===== src/rtl/led_pattern_pkg.sv =====
// -----------------------------------------------------------------------------
// led_pattern_pkg
// Shared definitions for the LED pattern generator:
//   - mode_t : pattern select encodings (rotate left/right, bounce, blink)
//   - dir_t  : bounce direction flag values
//   - PWM_W  : width of the optional brightness PWM counter and duty input
// -----------------------------------------------------------------------------
package led_pattern_pkg;

   typedef enum logic [1:0] {
      MODE_ROT_L  = 2'd0,
      MODE_ROT_R  = 2'd1,
      MODE_BOUNCE = 2'd2,
      MODE_BLINK  = 2'd3
   } mode_t;

   typedef enum logic {
      DIR_L = 1'b0,
      DIR_R = 1'b1
   } dir_t;

   localparam int PWM_W = 8;

endpackage


===== src/rtl/led_step_timer.sv =====
// -----------------------------------------------------------------------------
// led_step_timer
// Programmable step timebase. Produces a tick every P cycles while running,
// where P = max(TICK_DIV >> speed, 1). Shared with other board timebases.
//
// Parameters:
//   TICK_DIV : base step period in clk cycles (>= 1)
// Ports:
//   clk   in  1  system clock
//   rst   in  1  asynchronous active-high reset
//   run   in  1  1 = count, 0 = hold the count
//   speed in  2  right-shift applied to TICK_DIV to get the period
//   clear in  1  synchronous counter clear (takes priority over counting)
//   tick  out 1  combinational, high in the cycle the period completes
// -----------------------------------------------------------------------------
module led_step_timer #(
   parameter int TICK_DIV = 10_000_000
) (
   input  logic       clk,
   input  logic       rst,
   input  logic       run,
   input  logic [1:0] speed,
   input  logic       clear,
   output logic       tick
);

   localparam int CW = $clog2(TICK_DIV + 1);
   localparam logic [CW-1:0] DIV = CW'(TICK_DIV);

   logic [CW-1:0] count;
   logic [CW-1:0] shifted;
   logic [CW-1:0] periodM1;

   // Terminal count is period-1, with the period floored at one cycle so the
   // fastest speeds degrade to a tick every cycle. The compare is >= rather
   // than == so that shortening the period mid-count fires on the next cycle
   // instead of wrapping all the way around the counter.
   always_comb begin
      shifted  = DIV >> speed;
      periodM1 = (shifted == '0) ? '0 : shifted - CW'(1);
      tick     = run & (count >= periodM1);
   end

   // Counter advances only while running and restarts from zero after each
   // tick; an external clear (used on pattern reloads) wins over everything.
   always_ff @(posedge clk or posedge rst) begin
      if (rst) begin
         count <= '0;
      end else if (clear) begin
         count <= '0;
      end else if (run) begin
         if (tick) begin
            count <= '0;
         end else begin
            count <= count + CW'(1);
         end
      end
   end

endmodule


===== src/rtl/led_pattern_gen.sv =====
// -----------------------------------------------------------------------------
// led_pattern_gen
// LED pattern generator for the board LED banks. Steps one of four patterns
// (rotate left, rotate right, bounce, blink) on every tick of a programmable
// timebase.
//
// Parameters:
//   N_LED    : number of LED outputs (>= 1)
//   TICK_DIV : base step period in clk cycles (>= 1)
// Ports:
//   clk     in  1      system clock
//   rst     in  1      asynchronous active-high reset
//   run_i   in  1      1 = pattern advances, 0 = timebase and pattern freeze
//   mode_i  in  2      0 ROT_L, 1 ROT_R, 2 BOUNCE, 3 BLINK
//   speed_i in  2      step period = max(TICK_DIV >> speed_i, 1)
//   duty_i  in  8      PWM duty (only with LED_PATTERN_PWM_EN)
//   led_o   out N_LED  registered LED drive, 1 = lit
//   step_o  out 1      one-cycle pulse coincident with each pattern update
//
// Build option:
//   LED_PATTERN_PWM_EN : adds duty_i and a free-running 8-bit PWM stage on
//                        led_o; led_o and step_o gain one cycle of latency.
// -----------------------------------------------------------------------------
module led_pattern_gen
   import led_pattern_pkg::*;
#(
   parameter int N_LED    = 4,
   parameter int TICK_DIV = 10_000_000
) (
   input  logic             clk,
   input  logic             rst,
   input  logic             run_i,
   input  logic [1:0]       mode_i,
   input  logic [1:0]       speed_i,
`ifdef LED_PATTERN_PWM_EN
   input  logic [PWM_W-1:0] duty_i,
`endif
   output logic [N_LED-1:0] led_o,
   output logic             step_o
);

   localparam logic [N_LED-1:0] SEED_ONE = N_LED'(1);

   mode_t            modeReg;
   dir_t             dirReg;
   dir_t             nextDir;
   logic [N_LED-1:0] patternReg;
   logic [N_LED-1:0] nextPattern;
   logic [N_LED-1:0] seedPattern;
   logic             stepReg;
   logic             reload;
   logic             tick;

   // Rotations are built bit by bit with modulo indexing so that a single-LED
   // build is legal and simply maps the lone bit onto itself.
   function automatic logic [N_LED-1:0] rotLeft(input logic [N_LED-1:0] v);
      logic [N_LED-1:0] r;
      for (int i = 0; i < N_LED; i++) begin
         r[i] = v[(i + N_LED - 1) % N_LED];
      end
      return r;
   endfunction

   function automatic logic [N_LED-1:0] rotRight(input logic [N_LED-1:0] v);
      logic [N_LED-1:0] r;
      for (int i = 0; i < N_LED; i++) begin
         r[i] = v[(i + 1) % N_LED];
      end
      return r;
   endfunction

   // A mode request that differs from the registered mode forces a reload;
   // the same signal restarts the timebase so the first step after a reload
   // lands a full period later.
   assign reload = (mode_i != modeReg);

   led_step_timer #(
      .TICK_DIV (TICK_DIV)
   ) stepTimer (
      .clk   (clk),
      .rst   (rst),
      .run   (run_i),
      .speed (speed_i),
      .clear (reload),
      .tick  (tick)
   );

   // Next-pattern logic for the registered mode. Bounce only ever holds one
   // lit bit and turns around before it would fall off an end, so rotating
   // is equivalent to shifting and needs no special end handling.
   always_comb begin
      nextPattern = patternReg;
      nextDir     = dirReg;
      seedPattern = (mode_i == MODE_BLINK) ? '1 : SEED_ONE;
      case (modeReg)
         MODE_ROT_L: nextPattern = rotLeft(patternReg);
         MODE_ROT_R: nextPattern = rotRight(patternReg);
         MODE_BOUNCE: begin
            if (dirReg == DIR_L && patternReg[N_LED-1]) begin
               nextDir     = DIR_R;
               nextPattern = rotRight(patternReg);
            end else if (dirReg == DIR_R && patternReg[0]) begin
               nextDir     = DIR_L;
               nextPattern = rotLeft(patternReg);
            end else if (dirReg == DIR_L) begin
               nextPattern = rotLeft(patternReg);
            end else begin
               nextPattern = rotRight(patternReg);
            end
         end
         MODE_BLINK: nextPattern = ~patternReg;
         default: nextPattern = patternReg;
      endcase
   end

   // Pattern state. A reload takes priority over a coincident tick and
   // suppresses the step pulse for that cycle; a reload also happens while
   // frozen since it does not depend on run_i.
   always_ff @(posedge clk or posedge rst) begin
      if (rst) begin
         modeReg    <= MODE_ROT_L;
         dirReg     <= DIR_L;
         patternReg <= SEED_ONE;
         stepReg    <= 1'b0;
      end else if (reload) begin
         modeReg    <= mode_t'(mode_i);
         dirReg     <= DIR_L;
         patternReg <= seedPattern;
         stepReg    <= 1'b0;
      end else begin
         stepReg <= tick;
         if (tick) begin
            patternReg <= nextPattern;
            dirReg     <= nextDir;
         end
      end
   end

`ifdef LED_PATTERN_PWM_EN
   logic [PWM_W-1:0] pwmCnt;
   logic [N_LED-1:0] ledReg;
   logic             stepDly;

   // Brightness stage: a free-running counter gates the pattern, and the
   // step pulse is delayed by the same one register so it still lines up
   // with the visible LED change.
   always_ff @(posedge clk or posedge rst) begin
      if (rst) begin
         pwmCnt  <= '0;
         ledReg  <= SEED_ONE;
         stepDly <= 1'b0;
      end else begin
         pwmCnt  <= pwmCnt + PWM_W'(1);
         ledReg  <= patternReg & {N_LED{pwmCnt < duty_i}};
         stepDly <= stepReg;
      end
   end

   assign led_o  = ledReg;
   assign step_o = stepDly;
`else
   assign led_o  = patternReg;
   assign step_o = stepReg;
`endif

endmodule


===== config.mk =====
export PLATFORM = sky130hd
export DESIGN_NAME = led_pattern_gen
export DESIGN_NICKNAME = d
export VERILOG_FILES = /design/src/rtl/led_pattern_pkg.sv /design/src/rtl/led_step_timer.sv /design/src/rtl/led_pattern_gen.sv
export SDC_FILE = /design/constraint.sdc
export NUM_CORES = 1
export LEC_CHECK = 0
export CAP_MARGIN = 0
export CORE_MARGIN = 2
export CORE_UTILIZATION = 35
export CTS_CLUSTER_SIZE = 8
export DETAILED_ROUTE_END_ITERATION = 8
export SYNTH_ARGS = -nofsm -noshare
export SYNTH_HDL_FRONTEND = slang
export SYNTH_HIERARCHICAL = 1
export SYNTH_SLANG_ARGS = --single-unit

===== constraint.sdc =====
create_clock -name clk -period 5.9 [get_ports clk]
set_clock_uncertainty 0.1 [all_clocks]
set_input_delay 0.885 -clock clk [delete_from_list [all_inputs] [get_ports clk]]
set_output_delay 0.885 -clock clk [all_outputs]
set_load 0.02 [all_outputs]

==> results.yml, run 1 <==
yosys:
  syn_nets: 368
  yosys_warnings: 6
  ys_ff_latch: 32
  synthArstFlopShare_pct: 100
  yosysTopAreaCell: "dfrtp_1"
  synthTopCellsByArea: "dfrtp_1 28%, ha_1 15%, nand2_1 4.6%"
  avgSynthCellArea_um2: 8.42
  syn-instance-count: 328
  seq_area_frac_synth_pct: 29.1
  synth_ff_type: "dfrtp_1"
  yosysTopAreaCellShare_pct: 28.1
  synth_edf_count: 0
  ys_types: 59
  syn_area_mm2: 0.00276
die:
  io_pins: 12
  die_h_um: 92.8
  coreArea_mm2: 0.00769
  fp-row-count: 32
  die_x_um: 92.8
  initial_utilization_pct: 35.9
  die_area_mm2: 0.00861
clocking:
  hold_buffers: 0
  cts.sinks: 32
  clock_latency_ns: 0.28
  cts_max_level: 2
  cts_tree: "done"
  path_clk_slew_ns: 0.06
  clk_path_buf_depth: 2
  cts_setup_buffers: 0
  cts_made_buffers: 5
  ctsResizeCount: 0
  cts_root_buffer: "clkbuf_8"
final_layout:
  drive_above_1_share_pct: 6.91
  finalNonFillerCells: 435
  nFillCells: 791
  area_delta_synth_final_pct: 8.39
  num_antenna_cells: 0
  nets: 372
  layout_commonest_cell: "nand2_1"
  layout_common_cells: "34 x nand2_1, 33 x ha_1, 31 x dfrtp_1"
sta:
  drv_slew: 0
  period_share_pct: 79.0
  hold_viol_final: 0
  fmax_mhz: 215
  min_period_ns: 4.66
  relSlewSlack_pct: 34.9
  finalSetupViolCount: 0
  tightest_slew_ns: 0.976
  rsz0062_at_grt: "no"
  final.setup.worst_slack_ns: 1.24
  setup_tns_ns: 0
power_and_ir_drop:
  power.density_cell_area_mw_per_mm2: 168
  p_int_w: 0.000364
  seq_power_share_pct: 46.6
  power_frac_clock_pct: 36.8
  p_comb_share_pct: 16.6
  p_leak_nw: 1.24
  power_w: 0.000501
  switching_power_w: 0.000138
  vdd_drop_max_v: 0.0000917
  swShare_pct: 27.4
detailed_routing:
  dr.first_iter.drc_count: 191
  drt-pass1-iter-count: 4
  wl_mm: 6.38
  wl_per_cell_um: 14.7
  via_per_inst: 5.56
  vias: 2419
  remaining_drc_errors: 0
  ant_nets: 0
run_status:
  status: "finished, final reports clean"
job:
  drv_cap: 0
worst_hold_path:
  hold_path_class: "reg2reg"
  min_to: "stepTimer/count[23]"
  hold_depth: 2
  min_from: "stepTimer/count[23]"
critical_path:
  worstPathCellList: "clkdlybuf4s50_1 -> inv_1 -> ha_1 -> inv_1 -> and4_1 -> nand4_1 -> nand2_1 -> ha_1 -> nand4_1 -> nor4_1 -> a21boi_2 -> nor2_2 -> nand3_4 -> o311ai_0"
  r2r_slack_ns: 2.94
  slowest_stage: "nor2_2"
  worst_ep_required_time_ns: 5.96
  regToRegStartpoint: "stepTimer/count[15]"
  cp-start-kind: "input port"
  reg2regPathDepth: 7
  r2r_end: "stepTimer/count[16]"
  crit_type: "in2reg"
  arrival_ns: 4.72
  critPathCaptureType: "flop"
  cpPeakStageDelay_ns: 0.73
  cp_max_fo: 23
global_routing:
  grt_max_degree: 30
  grt_overflow_total: 0
  antenna_found_initial: 0
  track_usage_pct: 15.8
  grt_pass1_wl_mm: 11.1
  grt_pass1_vias: 2273
place:
  place.gp.congestion: 0.804
  port_buffers: 11
  dp.cells: 427
  dp_hpwl_mm: 4.68
  dpl_worst_slack_ns: 0.973
## registers in the layout, summed over array words and instances (netlist names)
name and cells:
stepTimer/count 24, modeReg 2, led_o 4, step_o 1
dirReg 1
## worst max-delay path, delay by kind of cell
family,cells,cell delay [ns]
adders and majority gates,2,0.61
buffers and inverters,3,0.89
AOI/OAI and AO/OA,2,0.58
and+or+nand+nor,7,1.75
## cell usage after synthesis (3+ instances only)
cell type and count:
buf_6 6, o32a_1 3, nand2_1 34, nor2b_1 4, ha_1 33, o31ai_1 3
buf_2 4, nand4_1 18, o22ai_1 10, nor2_1 9, nand2b_1 7, and2_1 3
a31oi_1 11, dfrtp_1 31, o311ai_1 3, inv_1 25, a21oi_1 18, clkbuf_1 4
nand3_1 24, and3_1 4, nor3_1 9, nor4_1 3, o21ai_0 13
## how the worst max path moves through the flow
stage,depth (start not counted),to,start
2_1_floorplan,20,led_o[2],speed_i[0]
3_3_place_gp,14,stepTimer/count[16],speed_i[0]
3_5_place_dp,14,stepTimer/count[16],speed_i[0]
4_1_cts,14,stepTimer/count[16],speed_i[0]
5_1_grt,14,stepTimer/count[16],speed_i[1]
6_report,14,stepTimer/count[16],speed_i[1]
## power groups by stage
stage,registers (W),logic [W],clock network (W)
2_1_floorplan,0.000238,0.0000603,0
3_3_place_gp,0.000238,0.0000821,0
3_5_place_dp,0.000238,0.0000830,0
4_1_cts,0.000233,0.0000834,0.000191
5_1_grt,0.000235,0.0000936,0.000200
6_report,0.000234,0.0000830,0.000184
## metrics by stage
step	utilization (%)	hold WS, ns	area [um^2]
final	38.9	0.484	2990
after global routing	38.9	0.517	2990
after floorplan	-	0.415	2760
after CTS	38.9	0.483	2990
after detailed placement	37.6	0.474	2890
after global placement	37.6	0.464	2890
## per-layer routing
metal / track usage, % / part of all wire [%] / vias to the layer above
met1: 22.9 / 51 / 1146
met2: 25.0 / 45 / 33
met5: 0 / 0 / -
met3: 2.28 / 3.1 / 5
li1: - / - / 1235
met4: 3.31 / 0.77 / 0
## cell families after synthesis
kind of cell	Yosys count	share of synthesized area [%]
and+or+nand+nor	138	28.2
AOI/OAI and AO/OA	81	19.1
buffers and inverters	42	8.07
adders and majority gates	33	15.0
DFF	32	29.1
xor gates and xnor gates	2	0.635
## cell type report
class | instances | area [um^2] | area share, %
clock buffer | 8 | 100 | 3.35
multi-input combinational | 254 | 1740 | 58.0
timing repair buffer | 14 | 133 | 4.43
tap | 102 | 128 | 4.27
inverter | 25 | 93.8 | 3.14
sequential | 32 | 802 | 26.8
Power figures use the tool's default switching activity.
==> run 2, diff against run 1 <==
==> constraint.sdc (replaced) <==
create_clock -name clk -period 3.84 [get_ports clk]
set_clock_uncertainty 0.1 [all_clocks]
set_input_delay 0.576 -clock clk [delete_from_list [all_inputs] [get_ports clk]]
set_output_delay 0.576 -clock clk [all_outputs]
set_load 0.02 [all_outputs]
==> results.yml, run 2 (same netlist as run 1, synthesis figures left out) <==
run_status:
  status: "finished, final reports clean"
die:
  fp-row-count: 32
  die_x_um: 92.8
  io_pins: 12
  die_h_um: 92.8
  coreArea_mm2: 0.00769
  die_area_mm2: 0.00861
  initial_utilization_pct: 35.9
global_routing:
  track_usage_pct: 16.8
  grt_pass1_vias: 2450
  grt_pass1_wl_mm: 11.7
  grt_overflow_total: 0
  antenna_found_initial: 0
  grt_max_degree: 30
sta:
  min_period_ns: 3.68
  finalSetupViolCount: 0
  relSlewSlack_pct: 34.6
  hold_viol_final: 0
  tightest_slew_ns: 0.980
  setup_tns_ns: 0
  fmax_mhz: 272
  final.setup.worst_slack_ns: 0.158
  drv_slew: 0
  period_share_pct: 95.9
final_layout:
  finalNonFillerCells: 455
  drive_above_1_share_pct: 13.9
  layout_common_cells: "34 x nand2_1, 32 x ha_1, 31 x dfrtp_1"
  largest_reg_flops: 24
  regArea_um2: 802
  multi_input_area_mm2: 0.00176
  utilization_pct: 41.2
  area_delta_synth_final_pct: 14.8
  nets: 392
  regMostFlops: "stepTimer/count"
  layout_commonest_cell: "nand2_1"
  nFillCells: 819
  final_cell_area_mm2: 0.00317
  num_antenna_cells: 0
clocking:
  cts_tree: "done"
  cts_max_level: 2
  cts_root_buffer: "clkbuf_8"
  cts_made_buffers: 5
  path_clk_slew_ns: 0.06
  cts.sinks: 32
  clock_latency_ns: 0.29
  clk_path_buf_depth: 2
  hold_buffers: 0
place:
  dp_hpwl_mm: 5.01
  place.gp.congestion: 0.815
  dpl_worst_slack_ns: -0.184
  dp.cells: 445
  placed_area_mm2: 0.00303
  port_buffers: 11
detailed_routing:
  wl_mm: 6.87
  drt-pass1-iter-count: 4
  ant_nets: 0
  via_per_inst: 5.64
  wl_per_cell_um: 15.1
  dr.first_iter.drc_count: 146
  vias: 2566
  remaining_drc_errors: 0
critical_path:
  crit_type: "in2reg"
  cp-start-kind: "input port"
  critPathCaptureType: "flop"
  arrival_ns: 3.75
  cp_max_fo: 5
  worst_ep_required_time_ns: 3.90
  reg2regPathDepth: 12
power_and_ir_drop:
  p_leak_nw: 1.33
  power.density_cell_area_mw_per_mm2: 251
  vdd_drop_max_v: 0.000110
job:
  drv_cap: 0
worst_hold_path:
  hold_path_class: "in2async"
[run 2: worst max-delay path, stage by stage]
cell,delay (ns)
clkdlybuf4s50_1,0.50
buf_4,0.16
ha_2,0.20
inv_1,0.06
ha_1,0.17
nand4_1,0.11
nand2_1,0.07
ha_1,0.31
nand4_1,0.16
nor3_2,0.20
a221oi_2,0.08
o21a_1,0.15
a21boi_0,0.19
buf_4,0.16
inv_1,0.05
a21oi_1,0.12
o21ai_0,0.08
a22o_1,0.25
o32a_1,0.16
[run 2: final timing paths]
kind                                     start                  end  slack, ns
min                                        rst               step_o       0.46
max reg2reg                stepTimer/count[15]             led_o[3]       1.07
max                                 speed_i[0]             led_o[3]       0.16
max in group asynchronous                  rst   stepTimer/count[2]       2.30
min in group clk           stepTimer/count[11]  stepTimer/count[11]       0.48
min reg2reg                stepTimer/count[11]  stepTimer/count[11]       0.48
[run 2: metrics by stage]
| stage | power (W) | hold slack, ns |
|---|---|---|
| after floorplan | 0.000458 | 0.291 |
| after global placement | 0.000501 | 0.472 |
| after detailed placement | 0.000505 | 0.469 |
| after CTS | 0.000800 | 0.463 |
| after global routing | 0.000834 | 0.496 |
| final | 0.000796 | 0.460 |
[run 2: per-layer routing]
metal	GRT usage (%)	vias to the layer above	wire, um
li1	-	1267	-
met1	22.9	1226	3240
met2	27.2	64	3240
met3	2.52	9	271
met4	5.39	0	116
met5	0	-	0
[run 2: power by group]
group          leakage [nW]  internal [W]  total [W]  switching (W)
combinational         0.848     0.0000603   0.000143      0.0000825
sequential            0.432      0.000344   0.000359      0.0000155
clock                0.0515      0.000164   0.000293       0.000130
total                  1.33      0.000568   0.000796       0.000228
[run 2: layout make-up]
type / count / area share [%]
multi-input cells: 254 / 55.6
clock buffers: 8 / 3.16
flip-flops and latches: 32 / 25.3
well taps: 102 / 4.03
repair buffers: 34 / 8.93
inverters: 25 / 2.96
[run 2: timing repair]
item / CTS / global route
setup buffers: 0 / 2
endpoints found under the hold margin: 0 / 0
resized for setup: 0 / 6
endpoints found under the setup margin: 0 / 15
==> run 3, diff against run 2 <==
--- a/config.mk
+++ b/config.mk
@@ -10,6 +10,7 @@
 export CORE_UTILIZATION = 35
 export CTS_CLUSTER_SIZE = 8
 export DETAILED_ROUTE_END_ITERATION = 8
+export SLEW_MARGIN = 15
 export SYNTH_ARGS = -nofsm -noshare
 export SYNTH_HDL_FRONTEND = slang
 export SYNTH_HIERARCHICAL = 1
==> results of run 3 <==
Same layout as run 2: the final DEF is identical, and so are final timing and power.
